[src/rtl/fp_mul_pkg.sv]
// Shared types and constants for the FP multiplier exception stage.
// Contents:
//   rnd_t          rounding-mode encoding; codes 101-111 act as RNE
//   interp_t       how the final result word is interpreted
//   STK_*          bit positions inside the sticky flag vector
//   *_mag()        special-value magnitudes (sign bit excluded), sized by
//                  EXP_W / MAN_W and returned in a 64-bit container
package fp_mul_pkg;

  typedef enum logic [2:0] {
    RPINF = 3'b000,
    RNINF = 3'b001,
    RZ    = 3'b010,
    RNA   = 3'b011,
    RNE   = 3'b100
  } rnd_t;

  typedef enum logic [2:0] {
    ZERO,
    INF,
    NAN,
    NORM,
    MIN_NORM,
    MAX_NORM
  } interp_t;

  localparam int STK_NAN     = 0;
  localparam int STK_INEXACT = 1;
  localparam int STK_TINY    = 2;
  localparam int STK_HUGE    = 3;
  localparam int STK_INVALID = 4;
  localparam int STK_W       = 5;

  // Exponent field all ones, fraction zero.
  function automatic logic [63:0] inf_mag(input int exp_w, input int man_w);
    return ((64'd1 << exp_w) - 64'd1) << man_w;
  endfunction

  // Canonical NaN: exponent all ones, fraction 0..01.
  function automatic logic [63:0] nan_mag(input int exp_w, input int man_w);
    return inf_mag(exp_w, man_w) | 64'd1;
  endfunction

  // Largest finite: exponent all ones minus one, fraction all ones.
  function automatic logic [63:0] max_norm_mag(input int exp_w, input int man_w);
    return (((64'd1 << exp_w) - 64'd2) << man_w) | ((64'd1 << man_w) - 64'd1);
  endfunction

  // Smallest normal: exponent 0..01, fraction zero.
  function automatic logic [63:0] min_norm_mag(input int exp_w, input int man_w);
    return 64'd1 << man_w;
  endfunction

  // Fraction MSB, the quiet bit of a NaN.
  function automatic logic [63:0] quiet_mask(input int exp_w, input int man_w);
    return (64'd1 << (man_w - 1)) & ~(64'd0 << exp_w);
  endfunction

endpackage

[src/rtl/fp_mul_exc_resolve.sv]
// Combinational operand classification and exception priority resolution
// for the FP multiplier.
// Ports:
//   a, b        original operands (W bits)
//   z_calc      datapath-rounded product
//   round       rounding mode (rnd_t encoding)
//   ovf, unf, inexact   datapath status
//   z           resolved result
//   zero_f .. invalid_f per-result flags
// Build option: FP_MUL_EXC_NAN_PROP_EN makes a NaN operand propagate its
// own quieted payload (a before b) instead of the canonical NaN.
module fp_mul_exc_resolve
  import fp_mul_pkg::*;
#(
  parameter  int EXP_W = 8,
  parameter  int MAN_W = 23,
  localparam int W     = 1 + EXP_W + MAN_W
) (
  input  logic [W-1:0] a,
  input  logic [W-1:0] b,
  input  logic [W-1:0] z_calc,
  input  logic [2:0]   round,
  input  logic         ovf,
  input  logic         unf,
  input  logic         inexact,
  output logic [W-1:0] z,
  output logic         zero_f,
  output logic         inf_f,
  output logic         nan_f,
  output logic         tiny_f,
  output logic         huge_f,
  output logic         inexact_f,
  output logic         invalid_f
);

  localparam logic [63:0] INF_L  = inf_mag(EXP_W, MAN_W);
  localparam logic [63:0] NAN_L  = nan_mag(EXP_W, MAN_W);
  localparam logic [63:0] MAXN_L = max_norm_mag(EXP_W, MAN_W);
  localparam logic [63:0] MINN_L = min_norm_mag(EXP_W, MAN_W);
  localparam logic [W-2:0] INF_M  = INF_L[W-2:0];
  localparam logic [W-2:0] MAXN_M = MAXN_L[W-2:0];
  localparam logic [W-2:0] MINN_M = MINN_L[W-2:0];
  localparam logic [W-1:0] NAN_C  = NAN_L[W-1:0];
`ifdef FP_MUL_EXC_NAN_PROP_EN
  localparam logic [63:0]  QM_L   = quiet_mask(EXP_W, MAN_W);
  localparam logic [W-1:0] QMASK  = QM_L[W-1:0];
`endif

  function automatic interp_t classify(input logic [W-1:0] x);
    logic exp_ones, exp_zero, man_zero;
    exp_ones = &x[W-2:MAN_W];
    exp_zero = ~|x[W-2:MAN_W];
    man_zero = ~|x[MAN_W-1:0];
    if (exp_zero && man_zero) return ZERO;
    if (exp_ones && man_zero) return INF;
    if (exp_ones)             return NAN;
    return NORM;
  endfunction

  // Overflow saturates to Inf unless the mode rounds toward zero for this sign.
  function automatic logic ovf_to_inf(input logic [2:0] rnd, input logic s);
    case (rnd)
      RPINF:   return !s;
      RNINF:   return s;
      RZ:      return 1'b0;
      default: return 1'b1;
    endcase
  endfunction

  // Underflow flushes to zero unless the mode rounds away from zero for this sign.
  function automatic logic unf_to_zero(input logic [2:0] rnd, input logic s);
    case (rnd)
      RPINF:   return s;
      RNINF:   return !s;
      default: return 1'b1;
    endcase
  endfunction

  interp_t cls_a, cls_b, kind;
  logic    sgn;
  logic [W-1:0] nan_z;

  always_comb begin
    cls_a     = classify(a);
    cls_b     = classify(b);
    sgn       = a[W-1] ^ b[W-1];
    kind      = NORM;
    zero_f    = 1'b0;
    inf_f     = 1'b0;
    nan_f     = 1'b0;
    tiny_f    = 1'b0;
    huge_f    = 1'b0;
    inexact_f = 1'b0;
    invalid_f = 1'b0;

    if (cls_a == NAN || cls_b == NAN) begin
      kind  = NAN;
      nan_f = 1'b1;
    end else if ((cls_a == INF && cls_b == ZERO) || (cls_a == ZERO && cls_b == INF)) begin
      kind      = NAN;
      nan_f     = 1'b1;
      invalid_f = 1'b1;
    end else if (cls_a == INF || cls_b == INF) begin
      kind  = INF;
      inf_f = 1'b1;
    end else if (cls_a == ZERO || cls_b == ZERO) begin
      kind   = ZERO;
      zero_f = 1'b1;
    end else if (ovf) begin
      huge_f    = 1'b1;
      inexact_f = 1'b1;
      inf_f     = ovf_to_inf(round, sgn);
      kind      = inf_f ? INF : MAX_NORM;
    end else if (unf) begin
      tiny_f    = 1'b1;
      inexact_f = 1'b1;
      zero_f    = unf_to_zero(round, sgn);
      kind      = zero_f ? ZERO : MIN_NORM;
    end else begin
      inexact_f = inexact;
      zero_f    = ~|z_calc[W-2:0];
    end

`ifdef FP_MUL_EXC_NAN_PROP_EN
    // 0 x Inf has no NaN operand, so it always lands on the canonical value.
    if (invalid_f)          nan_z = NAN_C;
    else if (cls_a == NAN)  nan_z = a | QMASK;
    else                    nan_z = b | QMASK;
`else
    nan_z = NAN_C;
`endif

    case (kind)
      NAN:      z = nan_z;
      INF:      z = {sgn, INF_M};
      ZERO:     z = {sgn, {(W-1){1'b0}}};
      MAX_NORM: z = {sgn, MAXN_M};
      MIN_NORM: z = {sgn, MINN_M};
      default:  z = z_calc;
    endcase
  end

endmodule

[src/rtl/fp_mul_exc_stage.sv]
// Registered FP multiplier exception stage with valid/ready handshake and
// sticky status flags.
// Ports:
//   clk, rst_n              clock, asynchronous active-low reset
//   in_valid / in_ready     upstream handshake
//   a, b, z_calc, round     operands, datapath product, rounding mode
//   ovf, unf, inexact       datapath status
//   out_valid / out_ready   downstream handshake
//   z, zero_f .. invalid_f  registered result and per-result flags
//   flag_clr                synchronous clear of sticky flags (wins over accept)
//   sticky_f                {invalid, huge, tiny, inexact, nan} accumulated
// Build option: FP_MUL_EXC_NAN_PROP_EN (see fp_mul_exc_resolve).
module fp_mul_exc_stage
  import fp_mul_pkg::*;
#(
  parameter  int EXP_W = 8,
  parameter  int MAN_W = 23,
  localparam int W     = 1 + EXP_W + MAN_W
) (
  input  logic             clk,
  input  logic             rst_n,
  input  logic             in_valid,
  output logic             in_ready,
  input  logic [W-1:0]     a,
  input  logic [W-1:0]     b,
  input  logic [W-1:0]     z_calc,
  input  logic [2:0]       round,
  input  logic             ovf,
  input  logic             unf,
  input  logic             inexact,
  output logic             out_valid,
  input  logic             out_ready,
  output logic [W-1:0]     z,
  output logic             zero_f,
  output logic             inf_f,
  output logic             nan_f,
  output logic             tiny_f,
  output logic             huge_f,
  output logic             inexact_f,
  output logic             invalid_f,
  input  logic             flag_clr,
  output logic [STK_W-1:0] sticky_f
);

  logic [W-1:0] res_z_p0;
  logic res_zero_p0, res_inf_p0, res_nan_p0, res_tiny_p0;
  logic res_huge_p0, res_inexact_p0, res_invalid_p0;
  logic accept_p0;
  logic [STK_W-1:0] res_stk_p0;

  fp_mul_exc_resolve #(
    .EXP_W (EXP_W),
    .MAN_W (MAN_W)
  ) u_resolve (
    .a         (a),
    .b         (b),
    .z_calc    (z_calc),
    .round     (round),
    .ovf       (ovf),
    .unf       (unf),
    .inexact   (inexact),
    .z         (res_z_p0),
    .zero_f    (res_zero_p0),
    .inf_f     (res_inf_p0),
    .nan_f     (res_nan_p0),
    .tiny_f    (res_tiny_p0),
    .huge_f    (res_huge_p0),
    .inexact_f (res_inexact_p0),
    .invalid_f (res_invalid_p0)
  );

  logic         vld_p1;
  logic [W-1:0] z_p1;
  logic [6:0]   flg_p1;
  logic [STK_W-1:0] sticky_q;

  assign in_ready  = !vld_p1 || out_ready;
  assign accept_p0 = in_valid && in_ready;

  always_comb begin
    res_stk_p0              = '0;
    res_stk_p0[STK_NAN]     = res_nan_p0;
    res_stk_p0[STK_INEXACT] = res_inexact_p0;
    res_stk_p0[STK_TINY]    = res_tiny_p0;
    res_stk_p0[STK_HUGE]    = res_huge_p0;
    res_stk_p0[STK_INVALID] = res_invalid_p0;
  end

  // p0 -> p1: output register, held while downstream stalls
  always_ff @(posedge clk or negedge rst_n) begin
    if (!rst_n) begin
      vld_p1   <= 1'b0;
      z_p1     <= '0;
      flg_p1   <= '0;
      sticky_q <= '0;
    end else begin
      if (accept_p0)      vld_p1 <= 1'b1;
      else if (out_ready) vld_p1 <= 1'b0;

      if (accept_p0) begin
        z_p1   <= res_z_p0;
        flg_p1 <= {res_zero_p0, res_inf_p0, res_nan_p0, res_tiny_p0,
                   res_huge_p0, res_inexact_p0, res_invalid_p0};
      end

      if (flag_clr)       sticky_q <= '0;
      else if (accept_p0) sticky_q <= sticky_q | res_stk_p0;
    end
  end

  assign out_valid = vld_p1;
  assign z         = z_p1;
  assign {zero_f, inf_f, nan_f, tiny_f, huge_f, inexact_f, invalid_f} = flg_p1;
  assign sticky_f  = sticky_q;

endmodule

[config.mk]
export PLATFORM = sky130hd
export DESIGN_NAME = fp_mul_exc_stage
export DESIGN_NICKNAME = d
export VERILOG_FILES = /design/src/rtl/fp_mul_pkg.sv /design/src/rtl/fp_mul_exc_resolve.sv /design/src/rtl/fp_mul_exc_stage.sv
export SDC_FILE = /design/constraint.sdc
export NUM_CORES = 1
export LEC_CHECK = 0
export CORE_MARGIN = 8
export CORE_UTILIZATION = 38
export DETAILED_ROUTE_END_ITERATION = 10
export PLACE_DENSITY_LB_ADDON = 0.2
export SLEW_MARGIN = 20
export SYNTH_ARGS = -nofsm -noshare
export SYNTH_HDL_FRONTEND = slang
export SYNTH_SLANG_ARGS = --single-unit
[constraint.sdc]
create_clock -name clk -period 2.3 [get_ports clk]
set_input_delay 0.46 -clock clk [delete_from_list [all_inputs] [get_ports clk]]
set_output_delay 0.46 -clock clk [all_outputs]
set_load 0.05 [all_outputs]
* After elaboration in Yosys (flattened, before gate mapping) *
Index checks and enable logic that the tools add are counted.
W data, S select, Z words.

storage, ports and cells
  register bits = 45
  output and inout bits = 46
  word-level logic and storage cells = 129

operators by class
  equality and inequality tests = 10
  muxes and demuxes = 81
  bitwise logic cells = 2
  reduce and logical (&&, ||, !) cells = 32

operator list
  kind                  number
  $pmux W32 S5          1
  $mux W3               20
  $mux W1               56
  $reduce_or A23 Y1     2
  $reduce_or A31 Y1     1
  $reduce_and A8 Y1     2
  $reduce_or A8 Y1      2
  $eq A3 B1 Y1 const B  4
  $eq A3 B2 Y1 const B  4
  $logic_not A3 Y1      4
  $mux W5               2
  $logic_and A1 B1 Y1   7
  $logic_not A1 Y1      7
  $eq A3 B3 Y1 const B  2
  $logic_or A1 B1 Y1    5
  $or A5 B5 Y5          1
  $reduce_bool A2 Y1    2
  $pmux W1 S3           1
  $pmux W1 S2           1
  $xor A1 B1 Y1         1

* Longest topological paths before layout *
Gate-level depths: netlist (run 1).

  word-level depth = 25
  mapped depth = 8
  gate-level depth less buffers = 6

* Modules after synthesis *
From an unflattened synthesis (run 1), not the netlist that was laid out.

unflattened totals
  cells, all modules = 258
  area total of the unflattened synthesis = 2690.1 um^2

by module, submodules not included
  module              instances  cells an instance  area an instance (um^2)  seq. area each (um^2)
  fp_mul_exc_stage    1          102                1720.4                   1126.1
  fp_mul_exc_resolve  1          156                969.7                    0.0

* Worst setup path after synthesis (run 1) *
OpenSTA, ideal clock, no wires.

  kind = input to register
  from = in b[16]
  to = reg z_p1[23] (netlist: z[23])
  library setup time = 0.125 ns
  arrival time = 2.072 ns
  path slack = 0.103 ns
  stages on the path = 7
  cells stage by stage = nor4_2 > nand4_2 > o21ba_1 > or4b_4 > buf_6 > nor3_2 > a21oi_1

on the way
  cells in the longest elaborated chain, start to end = 16
  elaborated cells between the ends (all ways) = 31
  classes of those cells = eq/ne (6); mux (13); reduce/logical (12)

ends and longest elaborated chain
  item                                        RTL line                                             source
  start, declared                             fp_mul_exc_stage.sv:25                               input logic [W-1:0] b,
  $reduce_or A23 Y1 *                         fp_mul_exc_resolve.sv:53                             man_zero = ~|x[MAN_W-1:0];
  $logic_not A1 Y1 *                          fp_mul_exc_resolve.sv:53
  $logic_and A1 B1 Y1                         fp_mul_exc_resolve.sv:55                             if (exp_ones && man_zero) return INF;
  $mux W3                                     fp_mul_exc_resolve.sv:55
  $mux W3                                     fp_mul_exc_resolve.sv:56                             if (exp_ones) return NAN;
  $mux W3                                     fp_mul_exc_resolve.sv:57                             return NORM;
  $mux W3                                     fp_mul_exc_resolve.sv:56
  $mux W3 *                                   fp_mul_exc_resolve.sv:55
  $logic_not A3 Y1                            fp_mul_exc_resolve.sv:99, fp_mul_exc_resolve.sv:106
  $logic_or A1 B1 Y1                          fp_mul_exc_resolve.sv:106                            end else if (cls_a == ZERO || cls_b == ZERO) begin
  $mux W3                                     fp_mul_exc_resolve.sv:106
  $mux W3                                     fp_mul_exc_resolve.sv:103                            end else if (cls_a == INF || cls_b == INF) begin
  $mux W3                                     fp_mul_exc_resolve.sv:99                             end else if ((cls_a == INF && cls_b == ZERO) || (cls_a == ZERO && cls_b == INF)) begin
  $mux W3 *                                   fp_mul_exc_resolve.sv:96                             if (cls_a == NAN || cls_b == NAN) begin
  $eq A3 B3 Y1, or another cell as far along  fp_mul_exc_resolve.sv:133                            case (kind)
  $pmux W32 S5 *                              fp_mul_exc_resolve.sv:133
  end signal, assigned                        fp_mul_exc_stage.sv:101                              z_p1 <= res_z_p0;
  end, declared                               fp_mul_exc_stage.sv:73                               logic [W-1:0] z_p1;

Mark *: on every way between the ends. The rest lies on a longest branch, timed or not. The select of a mux whose other input is x is not followed.
A chain may end at the register's enable or synchronous reset.

* Final worst setup path (run 1) *
  from = in b[25]
  to = reg z_p1[0] (netlist: z[0])

on the way
  cells in the longest elaborated chain, start to end = 15
  elaborated cells between the ends (all ways) = 35
  classes of those cells = eq/ne (6); mux (16); reduce/logical (13)

ends and longest elaborated chain
  item                                                   RTL line                                             source
  $reduce_and A8 Y1                                      fp_mul_exc_resolve.sv:51                             exp_ones = &x[W-2:MAN_W];
  $mux W1 / $logic_and A1 B1 Y1 (equally long branches)  fp_mul_exc_resolve.sv:56, fp_mul_exc_resolve.sv:55
  $mux W1 / $mux W3 (equally long branches)              fp_mul_exc_resolve.sv:56, fp_mul_exc_resolve.sv:55
  $mux W1 / $mux W3 (equally long branches)              fp_mul_exc_resolve.sv:55, fp_mul_exc_resolve.sv:56
  $mux W3                                                fp_mul_exc_resolve.sv:57
  $mux W3                                                fp_mul_exc_resolve.sv:56
  $mux W3 *                                              fp_mul_exc_resolve.sv:55
  $logic_not A3 Y1                                       fp_mul_exc_resolve.sv:99, fp_mul_exc_resolve.sv:106
  $logic_or A1 B1 Y1                                     fp_mul_exc_resolve.sv:106
  $mux W3                                                fp_mul_exc_resolve.sv:106
  $mux W3                                                fp_mul_exc_resolve.sv:103
  $mux W3                                                fp_mul_exc_resolve.sv:99
  $mux W3 *                                              fp_mul_exc_resolve.sv:96
  $eq A3 B3 Y1, or another cell as far along             fp_mul_exc_resolve.sv:133
  $pmux W32 S5 *                                         fp_mul_exc_resolve.sv:133

Marks and branches as above.

==> flow_summary.yaml, run 1 <==
status:
  status: "finished, violations left"
  violations: "negative setup slack"
die:
  dieArea_sq_mm: 0.00976
  coreArea_sq_mm: 0.00672
  placement_rows: 30
  pin_count: 153
  initial_utilization_pct: 38.8
  die_h_um: 98.8
  die_w_um: 98.8
routing:
  wl_per_cell_um: 21.0
  drt_first_pass_iters: 4
  drc: 0
  viasPerCell: 5.56
  drtIter0Drc: 149
  vias: 3055
  drt-total-wl_um: 11500
  drtAntennaViolNets: 0
timing:
  post-route-period-util_pct: 103
  fmax_mhz: 424
  period_minus_slack_ns: 2.36
  slew_violations: 0
  skew_ns: 0.00493
  worst_pin_slew_ns: 0.569
  final-hold-violation-count: 0
  rsz0062_at_grt: "yes"
  slew_headroom_pct: 61.9
  setup_violations: 13
  fin_ws_ns: -0.0603
clocking:
  h-tree-depth: 2
  cts_root_buf: "clkbuf_8"
  clk_latency_ns: 0.30
  clk_pin_slew_worst_paths_ns: 0.09
  cts.sinks: 45
  cts_tree: "done"
  clockBufferDepth: 2
  cts_buffers: 5
critical_path:
  cp_slowest_cell: "clkdlybuf4s50_1"
  cp_cell_sequence: "clkdlybuf4s50_1, nor4_1, nand2_1, a211oi_2, buf_4, buf_4, nor4_4, buf_12, buf_4, a21oi_1, a21oi_1"
  endpoint_kind: "flop"
  cpMostUsedCell: "buf_4"
  arrival_ns: 2.54
  critPathKind: "primary input to flop"
  cpPeakStageDelay_ns: 0.43
  worstPathMaxFanout: 15
  crit_required_ns: 2.48
  start_kind: "primary input"
layout:
  final_cell_area_sq_mm: 0.00513
  layout-area-overhead-vs-synth_pct: 97.0
  layout-drive-gt1-share_pct: 34.3
  layout.cells.non_filler: 549
  final_nets: 576
  diodes: 0
power_and_ir_drop:
  p_per_area_mw_per_mm2: 517
  totalPowerFinal_mw: 2.66
  p_leak_nw: 2.17
  ir_worst_vdd_mv: 0.322
yosys:
  synth.avg_cell_area_sq_um: 9.83
  synth_fp_nets: 372
  async_reset_ff_share_pct: 100
  synthFlopType: "dfrtp_1"
  seq_area_frac_synth_pct: 43.2
  yosysTopAreaCellShare_pct: 43.2
  synth.cell_area_sq_mm: 0.00261
  ys_ff_latch: 45
  synthCells: 265
  yosysMostFrequentCell: "dfrtp_1"
  yosys_warnings: 0
  synth_edf_count: 0
  yosys.area.top_type: "dfrtp_1"
  ys_types: 43
  yosys-top-cells-area: "dfrtp_1 43%, nand3_2 7.7%, a21oi_2 7.1%, nor4_1 5.5%, nor2_1 5.3%"
  synth_commonest_cells: "45 x dfrtp_1, 37 x nor2_1, 23 x nor4_1"
global_route:
  gr-total-overflow: 0
  grt_pass1_vias: 3303
  grt.total_usage_pct: 22.2
  grt_pass1_wl_um: 17400
  grt_start_max_net_pins: 22
  antenna_found_initial: 0
place:
  dpl.hpwl_um: 7660
  io_buffers: 152
  place_area_sq_mm: 0.00448
  routabilityCongestion: 0.831
  dpl_worst_slack_ns: -0.633
  dp.cells: 520
hold_path:
  hold_class: "flop to flop"
job:
  drv_cap: 0
cells by family (layout without fill, tap and decap cells):
logic type,count (synthesis),after routing,synth area share [%]
and+or+nand+nor,132,132,31.5
AOI/OAI and AO/OA,66,66,18.6
DFF,45,45,43.2
buffers and inverters,18,222,5.28
xor gates and xnor gates,3,3,1.01
muxes,1,1,0.384
metal layers:
metal  vias to the layer above  GRT usage (%)  part of all wire [%]
met5                         -              0                     0
met2                       138           41.0                    54
met4                         0           6.02                   2.7
met3                        28           6.84                   7.4
li1                       1393              -                     -
met1                      1496           23.7                    36
placed cells by master (no fill, tap or decap), drive strengths merged, types with 3 or more instances in the layout:
cell,n
nand2,16
dlymetal6s2s,11
o21ai,12
clkbuf,9
a21oi,35
nand3,24
nor4,27
inv,4
nor2,37
buf,60
or3,3
dlygate4sd2,38
clkdlybuf4s50,92
dfrtp,45
a31oi,4
a211oi,3
clkdlybuf4s15,6
nand4,8
nor3,9
metrics by stage:
step	hold slack (ns)	TNS, ns	util (%)
floorplan	0.164	0	-
global placement	0.276	-21.24	66.7
detailed placement	0.279	-23.84	66.7
CTS	0.495	0	74.7
global route	0.510	-0.866	76.4
finish	0.494	-0.297	76.4
timing repair:
action / 4_1_cts / 5_1_grt
setup buffers: 17 / 6
resized for setup: 101 / 38
endpoints found under the hold margin: 3 / 0
gates cloned: 4 / 0
hold buffers: 1 / 0
pin swaps: 39 / 32
endpoints found under the setup margin: 42 / 42
critical path, delay by kind of cell:
kind	cells	cell delay, ns
buffers and inverters	5	1.04
AO/OA/AOI/OAI	3	0.51
AND/OR/NAND/NOR	3	0.52
sequential cells by signal (all words and copies together) (netlist names):
name	cells
flg_p1	7
z	32
out_valid	1
sticky_f	5
path summary, 6_finish.rpt:
path | start | depth (start not counted) | slack, ns | endpoint
worst max-delay path | b[25] | 11 | -0.06 | z[0]$_DFFE_PN0P_
worst min-delay path | flg_p1[4]$_DFFE_PN0P_ | 1 | 0.49 | flg_p1[4]$_DFFE_PN0P_
worst max register to register | out_valid$_DFFE_PN0P_ | 5 | 0.74 | sticky_f[3]$_DFFE_PN0P_
worst min register to register | flg_p1[4]$_DFFE_PN0P_ | 1 | 0.49 | flg_p1[4]$_DFFE_PN0P_
max in group asynchronous | rst_n | 3 | 1.30 | z[29]$_DFFE_PN0P_
min in group asynchronous | rst_n | 2 | 0.50 | z[7]$_DFFE_PN0P_
area by class of cell:
cell class	instances	area, sq um
Timing Repair Buffer	211	2150
Multi-Input combinational cell	202	1650
Fill cell	422	1590
Sequential cell	45	1130
Tap cell	80	100
Clock buffer	6	82.6
Inverter	4	15.0
Clock inverter	1	7.51
power breakdown:
| part | internal (mW) | switching, mW |
|---|---|---|
| logic | 0.483 | 0.700 |
| registers | 0.893 | 0.0595 |
| clock network | 0.238 | 0.281 |
No activity file was read; power rests on OpenSTA's default activity.
==> run 2: changes to the inputs <==
--- a/config.mk
+++ b/config.mk
@@ -8,6 +8,7 @@
 export CORE_MARGIN = 8
 export CORE_UTILIZATION = 38
 export DETAILED_ROUTE_END_ITERATION = 10
+export MAX_ROUTING_LAYER = met4
 export PLACE_DENSITY_LB_ADDON = 0.2
 export SLEW_MARGIN = 20
 export SYNTH_ARGS = -nofsm -noshare
==> run 2 against run 1 <==
Net effect: the flow still finishes with violations (negative setup slack); count of clock-buffer cells in the layout unchanged; non-clock buffer count is 3 higher; clock power shrank 1%; combinational power about the same; setup slack better by 0.026 ns; critical path type unchanged.
==> flow_summary.yaml, run 2 (synthesized netlist as in run 1, its figures left out) <==
status:
  status: "finished, violations left"
  violations: "negative setup slack"
clocking:
  clockBufferDepth: 2
  cts_buffers: 5
  clk_latency_ns: 0.29
  cts_root_buf: "clkbuf_8"
  clk_pin_slew_worst_paths_ns: 0.09
  cts_tree: "done"
  h-tree-depth: 2
  cts.sinks: 45
global_route:
  grt_pass1_wl_um: 17400
  grt_start_max_net_pins: 22
  grt_pass1_vias: 3310
  gr-total-overflow: 0
  grt.total_usage_pct: 22.8
  antenna_found_initial: 0
routing:
  drt-total-wl_um: 11700
  vias: 3075
  top_layer_used: "met4"
  drtIter0Drc: 171
  viasPerCell: 5.57
  route.met3.wl_um: 782
  wl_per_cell_um: 21.2
  drtAntennaViolNets: 0
  dr_wl_met2_um: 6230
  m1WireLength_um: 4450
  drt_first_pass_iters: 4
  drc: 0
timing:
  final-hold-violation-count: 0
  final.setup.tns_ns: -0.198
  worst_pin_slew_ns: 0.593
  fmax_mhz: 428
  rsz0062_at_grt: "yes"
  slew_headroom_pct: 60.4
  whs_ns: 0.493
  skew_ns: 0.00249
  post-route-period-util_pct: 101
  slew_violations: 0
  setup_violations: 20
  period_minus_slack_ns: 2.33
  fin_ws_ns: -0.0340
layout:
  final_common_cell: "clkdlybuf4s50_1"
  diodes: 0
  layout.cells.non_filler: 552
  largest_reg_flops: 32
  fillers: 406
  final_cell_area_sq_mm: 0.00520
  layout-area-overhead-vs-synth_pct: 99.5
  seq_area_sq_mm: 0.00113
  most-common-layout-cells: "86 x clkdlybuf4s50_1, 45 x dfrtp_1, 39 x dlygate4sd2_1"
  final_nets: 579
  layout-drive-gt1-share_pct: 34.7
  multiInputGateArea_sq_mm: 0.00166
die:
  die_w_um: 98.8
  placement_rows: 30
  coreArea_sq_mm: 0.00672
  pin_count: 153
  die_h_um: 98.8
  initial_utilization_pct: 38.8
  dieArea_sq_mm: 0.00976
place:
  place_area_sq_mm: 0.00448
  dpl.hpwl_um: 7660
  io_buffers: 152
  dp.cells: 520
  routabilityCongestion: 0.843
critical_path:
  cp_cell_sequence: "dlygate4sd2_1, nor4_2, nand2_2, buf_6, buf_4, nor3_4, o311ai_4, a31oi_4, buf_12, buf_12, a21oi_1"
  cpPeakStageDelay_ns: 0.33
  crit_required_ns: 2.48
  cp_slowest_cell: "nor4_2"
  start_kind: "primary input"
  critPathBufInv: 5
  endpoint_kind: "flop"
  critPathKind: "primary input to flop"
  cpMostUsedCell: "buf_12"
  arrival_ns: 2.52
  crit_family: "buffers and inverters"
  worstPathMaxFanout: 6
power_and_ir_drop:
  ir_worst_vdd_mv: 0.237
  p_leak_nw: 2.25
  totalPowerFinal_mw: 2.65
  p_per_area_mw_per_mm2: 510
job:
  drv_cap: 0
hold_path:
  hold_class: "flop to flop"
==> run 2: routing by layer <==
layer | vias to the layer above | global-route usage (%)
li1 | 1397 | -
met1 | 1502 | 24.6
met4 | 0 | 6.85
met5 | - | -
met3 | 20 | 5.21
met2 | 156 | 40.7
==> run 2: per-stage QoR <==
step	utilization, %	worst slack [ns]
after CTS	74.7	0.000105
after detailed placement	66.7	-0.633
final	77.4	-0.0340
after global placement	66.7	-0.573
after floorplan	-	0.103
after global routing	77.4	-0.111
==> run 2: repair_timing <==
action                                  in CTS  in global routing
hold endpoints to repair                     3                  0
gates cloned                                 4                  1
resized for setup                          101                 46
pin swaps                                   39                 33
setup buffers                               17                  8
hold buffers                                 1                  0
endpoints found under the setup margin      42                 42
==> run 2: final timing paths <==
kind	to	depth (start not counted)	slack [ns]	from
worst min register to register	flg_p1[4]$_DFFE_PN0P_	1	0.49	flg_p1[4]$_DFFE_PN0P_
worst min-delay path	flg_p1[4]$_DFFE_PN0P_	1	0.49	flg_p1[4]$_DFFE_PN0P_
worst max-delay path	z[0]$_DFFE_PN0P_	11	-0.03	b[8]
max in group asynchronous	sticky_f[1]$_DFFE_PN0P_	3	1.31	rst_n
worst max register to register	z[0]$_DFFE_PN0P_	6	0.78	out_valid$_DFFE_PN0P_
min in group asynchronous	z[7]$_DFFE_PN0P_	2	0.50	rst_n
==> run 2: layout make-up <==
type	count	share of cell area (%)
tap	80	1.93
inverter	4	0.289
timing repair buffer	214	42.5
multi-input combinational	202	31.9
sequential	45	21.7
clock buffer	6	1.59
clock inverter	1	0.144
==> run 2: report_power, final <==
group          internal, mW  total, mW  switching (mW)  leakage [nW]
Clock                 0.238      0.513           0.275        0.0433
Combinational         0.482       1.18           0.703          1.67
Sequential            0.893      0.954          0.0611         0.534
Total                  1.61       2.65            1.04          2.25
==> run 2: worst register-to-register path: cells and delay by family, from the launching register on <==
family,cells,cell delay (ns)
compound gates,2,0.33
flops,1,0.39
simple gates,2,0.42
buf+inv,2,0.28
